==> src/rtl/mac_pkg.sv <==
// Shared definitions for the MAC slice post-processing blocks: divider FSM
// encoding, default datapath width and counter sizing helper.
package mac_pkg;

  localparam int DEFAULT_WIDTH = 8;

  typedef enum logic [2:0] {
    IDLE,
    CALC,
    ZERO,
    DONE,
    FIXUP
  } div_state_t;

  // Bits needed to count WIDTH-1 down to 0; never narrower than one bit.
  function automatic int cnt_w(input int w);
    return (w > 2) ? $clog2(w) : 1;
  endfunction

endpackage

==> src/rtl/div_step.sv <==
// One restoring-division step: shift in the next dividend bit, trial-subtract
// the divisor and keep or restore the partial remainder.
module div_step
  import mac_pkg::*;
#(
  parameter int WIDTH = DEFAULT_WIDTH
) (
  input  logic [WIDTH-1:0] rem_in,
  input  logic             dvd_msb,
  input  logic [WIDTH-1:0] divisor,
  output logic [WIDTH-1:0] rem_out,
  output logic             q_bit
);

  logic [WIDTH:0]   shifted;
  logic [WIDTH+1:0] trial;
  logic             unused_trial_bit;

  // A non-negative difference is always < divisor, so its upper bit is zero.
  always_comb begin
    shifted = {rem_in, dvd_msb};
    trial   = {1'b0, shifted} - {2'b00, divisor};
    q_bit   = ~trial[WIDTH+1];
    rem_out = q_bit ? trial[WIDTH-1:0] : shifted[WIDTH-1:0];
  end

  assign unused_trial_bit = trial[WIDTH];

endmodule

==> src/rtl/seq_divider.sv <==
// Multi-cycle restoring divider, one quotient bit per cycle, start/busy/done.
// Define SEQ_DIV_SIGNED_EN for two's-complement operands (one extra fix-up cycle).
module seq_divider
  import mac_pkg::*;
#(
  parameter int WIDTH = DEFAULT_WIDTH
) (
  input  logic             clk,
  input  logic             rst,
  input  logic             start,
  input  logic [WIDTH-1:0] dividend,
  input  logic [WIDTH-1:0] divisor,
  output logic             busy,
  output logic             done,
  output logic [WIDTH-1:0] quotient,
  output logic [WIDTH-1:0] remainder,
  output logic             div_by_zero
);

  localparam int CW = cnt_w(WIDTH);

  div_state_t       state, state_nxt;
  logic [CW-1:0]    cnt;
  logic [WIDTH-1:0] rem_r, dvd_r, dsr_r, dividend_r;
  logic [WIDTH-1:0] dividend_mag, divisor_mag;
  logic [WIDTH-1:0] rem_step;
  logic             q_bit;
  logic             accept;
  logic             last_step;

`ifdef SEQ_DIV_SIGNED_EN
  logic neg_q_r, neg_r_r;

  function automatic logic [WIDTH-1:0] neg_if(input logic signed [WIDTH-1:0] v,
                                              input logic neg);
    return neg ? -v : v;
  endfunction

  // MIN maps to itself, which read unsigned is exactly its magnitude.
  assign dividend_mag = neg_if($signed(dividend), dividend[WIDTH-1]);
  assign divisor_mag  = neg_if($signed(divisor), divisor[WIDTH-1]);
`else
  assign dividend_mag = dividend;
  assign divisor_mag  = divisor;
`endif

  assign last_step = (cnt == '0);

  div_step #(.WIDTH(WIDTH)) u_step (
    .rem_in  (rem_r),
    .dvd_msb (dvd_r[WIDTH-1]),
    .divisor (dsr_r),
    .rem_out (rem_step),
    .q_bit   (q_bit)
  );

  always_ff @(posedge clk or posedge rst) begin
    if (rst) begin
      state <= IDLE;
      cnt   <= '0;
    end else begin
      state <= state_nxt;
      if (accept)
        cnt <= CW'(WIDTH - 1);
      else if (state == CALC && !last_step)
        cnt <= cnt - CW'(1);
    end
  end

  always_comb begin
    state_nxt = state;
    busy      = 1'b0;
    done      = 1'b0;
    accept    = 1'b0;
    case (state)
      IDLE: begin
        if (start) begin
          accept    = 1'b1;
          state_nxt = (divisor == '0) ? ZERO : CALC;
        end
      end
      CALC: begin
        busy = 1'b1;
        if (last_step) begin
`ifdef SEQ_DIV_SIGNED_EN
          state_nxt = FIXUP;
`else
          state_nxt = DONE;
`endif
        end
      end
      ZERO: begin
        busy      = 1'b1;
        state_nxt = DONE;
      end
      FIXUP: begin
        busy      = 1'b1;
        state_nxt = DONE;
      end
      DONE: begin
        done      = 1'b1;
        state_nxt = IDLE;
      end
      default: state_nxt = IDLE;
    endcase
  end

  // Working registers: dvd_r shifts dividend bits out and quotient bits in.
  always_ff @(posedge clk) begin
    if (accept) begin
      rem_r      <= '0;
      dvd_r      <= dividend_mag;
      dsr_r      <= divisor_mag;
      dividend_r <= dividend;
`ifdef SEQ_DIV_SIGNED_EN
      neg_q_r    <= dividend[WIDTH-1] ^ divisor[WIDTH-1];
      neg_r_r    <= dividend[WIDTH-1];
`endif
    end else if (state == CALC) begin
      rem_r <= rem_step;
      dvd_r <= {dvd_r[WIDTH-2:0], q_bit};
    end
  end

  // Results only change on the edge into DONE, so they hold across operations.
  always_ff @(posedge clk or posedge rst) begin
    if (rst) begin
      quotient    <= '0;
      remainder   <= '0;
      div_by_zero <= 1'b0;
    end else if (state == ZERO) begin
      quotient    <= '1;
      remainder   <= dividend_r;
      div_by_zero <= 1'b1;
`ifdef SEQ_DIV_SIGNED_EN
    end else if (state == FIXUP) begin
      quotient    <= neg_if($signed(dvd_r), neg_q_r);
      remainder   <= neg_if($signed(rem_r), neg_r_r);
      div_by_zero <= 1'b0;
`else
    end else if (state == CALC && last_step) begin
      quotient    <= {dvd_r[WIDTH-2:0], q_bit};
      remainder   <= rem_step;
      div_by_zero <= 1'b0;
`endif
    end
  end

endmodule

==> config.mk <==
export PLATFORM = sky130hd
export DESIGN_NAME = seq_divider
export DESIGN_NICKNAME = d
export VERILOG_FILES = /design/src/rtl/mac_pkg.sv /design/src/rtl/div_step.sv /design/src/rtl/seq_divider.sv
export SDC_FILE = /design/constraint.sdc
export NUM_CORES = 1
export LEC_CHECK = 0
export CAP_MARGIN = 20
export CORE_AREA = 3 3 75 77
export CTS_CLUSTER_SIZE = 16
export DETAILED_ROUTE_END_ITERATION = 8
export DIE_AREA = 0 0 78 80
export GPL_ROUTABILITY_DRIVEN = 1
export PLACE_DENSITY = 0.77
export REMOVE_ABC_BUFFERS = 1
export SYNTH_ARGS = -nofsm -noshare
export SYNTH_HDL_FRONTEND = slang
export SYNTH_SLANG_ARGS = --single-unit
==> constraint.sdc <==
create_clock -name clk -period 2.4 [get_ports clk]
set_input_delay 0.24 -clock clk [delete_from_list [all_inputs] [get_ports clk]]
set_output_delay 0.24 -clock clk [all_outputs]
set_load 0.005 [all_outputs]
==> results of run 1 <==
==> metal layers <==
metal / track usage [%] / share of wire, %
met1: 24.5 / 45
met2: 32.7 / 49
met3: 5.64 / 5.2
met4: 5.59 / 1.2
met5: 0 / 0
==> cell type report <==
class / count / area [sq um] / share of cell area, %
sequential: 54 / 1430 / 44.1
multi-input combinational: 161 / 1110 / 34.2
timing repair buffer: 45 / 430 / 13.3
tap: 70 / 87.6 / 2.70
clock buffer: 5 / 68.8 / 2.12
inverter: 18 / 67.6 / 2.08
clock inverter: 3 / 47.5 / 1.47
==> state kept, by name (all words and copies together) (netlist names) <==
name         cells
div_by_zero      1
dsr_r            8
cnt              3
quotient         8
dvd_r            8
remainder        8
state            2
rem_r            8
dividend_r       8
==> worst min-delay path by stage <==
stage / start / to / cells after the start
global placement: dvd_r[4] / quotient[5] / 1
floorplan: rst / cnt[0] / 1
global route: rst / quotient[4] / 3
CTS: rst / quotient[4] / 3
detailed placement: dividend_r[0] / remainder[0] / 2
finish: rst / quotient[4] / 3
==> Yosys cell counts, types with 2 or more instances <==
| library cell | number | area share [%] |
|---|---|---|
| a211oi_1 | 5 | 1.4 |
| a21oi_1 | 10 | 1.9 |
| a22o_1 | 2 | 0.66 |
| a22oi_1 | 6 | 1.7 |
| a31oi_1 | 4 | 0.94 |
| buf_6 | 2 | 0.84 |
| clkbuf_1 | 9 | 1.3 |
| dfrtp_1 | 22 | 21 |
| dfxtp_1 | 8 | 6.0 |
| edfxtp_1 | 24 | 27 |
| ha_1 | 14 | 6.6 |
| inv_1 | 18 | 2.5 |
| mux2i_1 | 5 | 1.9 |
| nand2_1 | 35 | 4.9 |
| nand2b_1 | 3 | 0.70 |
| nand3_1 | 3 | 0.56 |
| nand3b_1 | 3 | 0.84 |
| nor2_1 | 14 | 2.0 |
| nor2b_1 | 3 | 0.70 |
| nor3b_1 | 2 | 0.56 |
| nor4_1 | 2 | 0.47 |
| o211ai_1 | 2 | 0.56 |
| o21ai_0 | 9 | 1.7 |
| o21ai_1 | 5 | 0.94 |
| o22a_1 | 7 | 2.3 |
| o31ai_1 | 5 | 1.4 |
| xnor2_1 | 2 | 0.66 |
| xor2_1 | 3 | 0.98 |
==> kinds of logic after synthesis <==
logic type                 after synthesis
adders and majority gates               15
AOI/OAI and AO/OA                       63
buffers and inverters                   31
xor gates and xnor gates                 5
muxes                                    6
DFF                                     54
and+or+nand+nor                         72
==> worst max-delay path, cell delays in order (launching register included) <==
cell      delay (ns)
edfxtp_1        0.38
inv_1           0.08
ha_1            0.30
a21oi_1         0.30
o221ai_2        0.17
nor2_4          0.30
buf_4           0.21
mux2i_1         0.21
o21ai_1         0.07
==> metrics by stage <==
step | utilization, % | power [W] | instances | hold WS, ns | worst slack (ns)
floorplan | - | 0.00302 | 233 | 0.229 | 0.381
global placement | 61.2 | 0.00366 | 345 | 0.475 | 0.187
detailed placement | 61.2 | 0.00374 | 345 | 0.484 | 0.154
CTS | 63.5 | 0.00438 | 353 | 0.275 | 0.113
global route | 63.9 | 0.00476 | 356 | 0.295 | 0.106
finish | 63.9 | 0.00440 | 356 | 0.262 | 0.238
==> power by group through the flow <==
stage	clock network (W)	registers [W]	logic, W
2_1_floorplan	0	0.00153	0.00149
4_1_cts	0.000647	0.00157	0.00217
3_3_place_gp	0	0.00157	0.00209
6_report	0.000632	0.00156	0.00220
5_1_grt	0.000681	0.00160	0.00247
3_5_place_dp	0	0.00159	0.00215
==> timing repair <==
| action | CTS | global route |
|---|---|---|
| resized for setup | 0 | 0 |
| setup buffers | 0 | 3 |
| endpoints found under the setup margin | 0 | 2 |
==> results_dict.tcl, run 1 <==
set metrics [dict create \
    relSlewSlack_pct 61.0 \
    p_clk_share_pct 14.4 \
    grt_setup_unrepaired "false" \
    grt_max_degree 23 \
    final_common_cell "clkdlybuf4s50_1" \
    htreeDepth 2 \
    dieArea_sq_um 6240 \
    synth_compound_area_share_pct 17.3 \
    fmax_mhz 463 \
    swShare_pct 39.5 \
    yosys_warnings 0 \
    muxShareOfSynthArea_pct 2.43 \
    slew_violations 0 \
    port_buffers 37 \
    ios 38 \
    clk_transition_reported_paths_ns 0.10 \
    crit-reg2reg-capture "remainder[2]" \
    syn_area_sq_um 2670 \
    criticalPathCategory "flip-flop to flip-flop" \
    regToRegStartpoint "dsr_r[4]" \
    die_x_um 78 \
    vias 1910 \
    dpl_cell_area_sq_um 3100 \
    synth_top_family_by_area "compound AO/OA/AOI/OAI gates" \
    drtAntennaViolNets 0 \
    power_density_nw_per_um2 1360 \
    hpwlAfterDp_um 4040 \
    skew_ns 0.00836 \
    synthDistinctLibCells 47 \
    required_ns 2.60 \
    synth-xor-area-share_pct 1.64 \
    viasPerCell 5.37 \
    routed_wl_um 5470 \
    syn_to_final_growth_pct 21.3 \
    finalCritPeriodShare_pct 90.1 \
    die_h_um 80 \
    cts_made_buffers 5 \
    hold_viol_final 0 \
    cp-endpoint "remainder[2]" \
    tns_ns 0 \
    cts.path.max_buffers 2 \
    start_util_pct 52.7 \
    wl_per_cell_um 15.4 \
    core_sq_um 5070 \
    drt_iter0_drc 126 \
    antenna_found_initial 0 \
    yosys.area_share.adder_pct 7.30 \
    dr.pass1.iters 4 \
    grt_pass1_wl_um 9380 \
    avgSynthCellArea_sq_um 10.9 \
    synthCells 246 \
    globalplace.congestion 0.881 \
    synth-async-reset-ratio_pct 40.7 \
    end_kind "flip-flop" \
    finalCriticalPeriod_ns 2.16 \
    nNetsFinal 319 \
    switchingPower_w 0.00174 \
    ys_seq_area_share_pct 53.5 \
    cp_max_fo 10 \
    worstMarginPinSlew_ns 0.584 \
    setup_viol 0 \
    layout_common_cells "clkdlybuf4s50_1 (37), nand2_1 (35), edfxtp_1 (24)" \
    synth_flop_cell "edfxtp_1" \
    ys_seq_elements 54 \
    fill_cells 428 \
    r2r_cells 8 \
    num_rows 26 \
    synth_edf_count 24 \
    cap_viol_max_count 0 \
    layout-drive-gt1-share_pct 8.74 \
    reg2reg_slack_ns 0.24 \
    track_usage_pct 19.5 \
    p_comb_share_pct 50.0 \
    cts_hold_buf 0 \
    grt_pass1_vias 1977 \
    num_antenna_cells 0 \
    worstSkewPairLatency_ns 0.32 \
    clock-sinks 54 \
    cts_tree "built" \
    grt-ovfl-total 0 \
    cp-startpoint "dsr_r[4]" \
    p_int_w 0.00266 \
    hold_path.class "primary input to async pin" \
    power.leakage_nw 1.32 \
    finalInstanceArea_sq_um 3240 \
    status "complete, no violations" \
    root_buffer "clkbuf_8" \
    crit_arrival_ns 2.36 \
    drc 0 \
    startpoint_type "flip-flop" \
    ir_drop_mv 0.806 \
    yosys.area_share.simple_pct 12.9 \
    p_seq_share_pct 35.6 \
]
No activity file was read; power rests on OpenSTA's default activity.
==> run 2: changes to the inputs <==
--- a/config.mk
+++ b/config.mk
@@ -11,6 +11,7 @@
 export DETAILED_ROUTE_END_ITERATION = 8
 export DIE_AREA = 0 0 78 80
 export GPL_ROUTABILITY_DRIVEN = 1
+export HOLD_SLACK_MARGIN = 0.06
 export PLACE_DENSITY = 0.77
 export REMOVE_ABC_BUFFERS = 1
 export SYNTH_ARGS = -nofsm -noshare
==> results of run 2 <==
The final DEF is identical to that of run 1; final timing and power are the same.
==> run 3: changes to the inputs <==
--- a/config.mk
+++ b/config.mk
@@ -12,7 +12,7 @@
 export DIE_AREA = 0 0 78 80
 export GPL_ROUTABILITY_DRIVEN = 1
 export HOLD_SLACK_MARGIN = 0.06
-export PLACE_DENSITY = 0.77
+export PLACE_DENSITY_LB_ADDON = 0.05
 export REMOVE_ABC_BUFFERS = 1
 export SYNTH_ARGS = -nofsm -noshare
 export SYNTH_HDL_FRONTEND = slang
==> run 3 against run 2 <==
Net effect: worst setup slack worse by 0.063 ns; hold slack better by 0.0075 ns; non-clock buffer count is 2 lower; critical path type unchanged; highest routed layer unchanged.
==> results_dict.tcl, run 3 (synthesized netlist as in run 1, its figures left out) <==
set metrics [dict create \
    dr.pass1.iters 4 \
    end_kind "flip-flop" \
    power_w 0.00431 \
    viasPerCell 5.36 \
    cp_max_fo 18 \
    slew_violations 0 \
    syn_to_final_growth_pct 20.5 \
    fin_ws_ns 0.175 \
    track_usage_pct 18.0 \
    power.leakage_nw 1.31 \
    antenna_found_initial 0 \
    required_ns 2.58 \
    ios 38 \
    dieArea_sq_um 6240 \
    postCtsSetupRepairBufs 0 \
    hold_path.class "primary input to async pin" \
    drc 0 \
    grt_pass1_wl_um 8730 \
    power_density_nw_per_um2 1340 \
    cts.path.max_buffers 2 \
    routed_wl_um 5270 \
    wl_per_cell_um 14.9 \
    die_h_um 80 \
    status "complete, no violations" \
    finalInstanceArea_sq_um 3220 \
    nNetsFinal 317 \
    pre_cts_ws_ns 0.176 \
    die_x_um 78 \
    cap_viol_max_count 0 \
    final_common_cell "clkdlybuf4s50_1" \
    cts_made_buffers 5 \
    tns_ns 0 \
    finalCritPeriodShare_pct 92.7 \
    fin_cells 354 \
    skew_ns 0.0137 \
    vias 1898 \
    globalplace.congestion 0.763 \
    grt_setup_unrepaired "false" \
    layout-drive-gt1-share_pct 7.75 \
    dpl_cell_area_sq_um 3110 \
    root_buffer "clkbuf_8" \
    hpwlAfterDp_um 3920 \
    layout_common_cells "clkdlybuf4s50_1 (37), nand2_1 (35), edfxtp_1 (24)" \
    num_rows 26 \
    htreeDepth 2 \
    grt-ovfl-total 0 \
    fmax_mhz 449 \
    worstSkewPairLatency_ns 0.31 \
    ir_drop_mv 0.707 \
    num_antenna_cells 0 \
    crit_arrival_ns 2.41 \
    worstMarginPinSlew_ns 0.572 \
    hold_viol_final 0 \
    grt_max_degree 23 \
    criticalPathCategory "flip-flop to flip-flop" \
    start_util_pct 52.7 \
    drt_iter0_drc 97 \
    cts_tree "built" \
    clk_transition_reported_paths_ns 0.10 \
    cts_hold_buf 0 \
    grt_pass1_vias 1794 \
    setup_viol 0 \
    relSlewSlack_pct 61.8 \
    finalCriticalPeriod_ns 2.23 \
    drtAntennaViolNets 0 \
    dp_cells 346 \
    port_buffers 37 \
    core_sq_um 5070 \
    cts-resized-gates 0 \
    clock-sinks 54 \
    startpoint_type "flip-flop" \
]
run 3: worst paths after layout:
path,start,end,slack (ns),cells past startpoint
max,rem_r[3],remainder[1],0.17,6
min,rst,cnt[1],0.27,3
max reg2reg,rem_r[3],remainder[1],0.17,6
min reg2reg,dvd_r[4],quotient[5],0.50,1
max in group asynchronous,rst,remainder[5],1.88,3
min in group clk,dvd_r[4],quotient[5],0.50,1
run 3: critical path: stages, from the launching register on:
cell	delay [ns]
dfxtp_1	0.35
ha_1	0.39
a21oi_1	0.28
o221ai_2	0.18
nor2_4	0.45
mux2i_1	0.36
o21ai_1	0.10
run 3: layer usage:
layer / routed length, um / track usage (%) / vias up
li1: - / - / 952
met1: 2550 / 24.9 / 907
met2: 2520 / 29.3 / 32
met3: 134 / 3.05 / 7
met4: 63 / 5.24 / 0
met5: 0 / 0 / -
run 3: cell type report:
type	instances	area (sq um)
clock buffer	5	68.8
clock inverter	3	42.5
fill	422	1850
inverter	18	67.6
multi-input combinational	161	1110
sequential	54	1430
tap	70	87.6
timing repair buffer	43	415
run 3: through the flow:
stage               hold WS [ns]  utilization, %
floorplan                  0.229               -
global placement           0.478            61.3
detailed placement         0.479            61.3
CTS                        0.280            63.5
global route               0.309            63.5
finish                     0.270            63.5
run 3: power by group:
| part | internal (W) | total (W) | switching [W] |
|---|---|---|---|
| clock network | 0.000311 | 0.000610 | 0.000299 |
| logic | 0.000950 | 0.00215 | 0.00120 |
| registers | 0.00136 | 0.00155 | 0.000194 |
| total | 0.00262 | 0.00431 | 0.00169 |
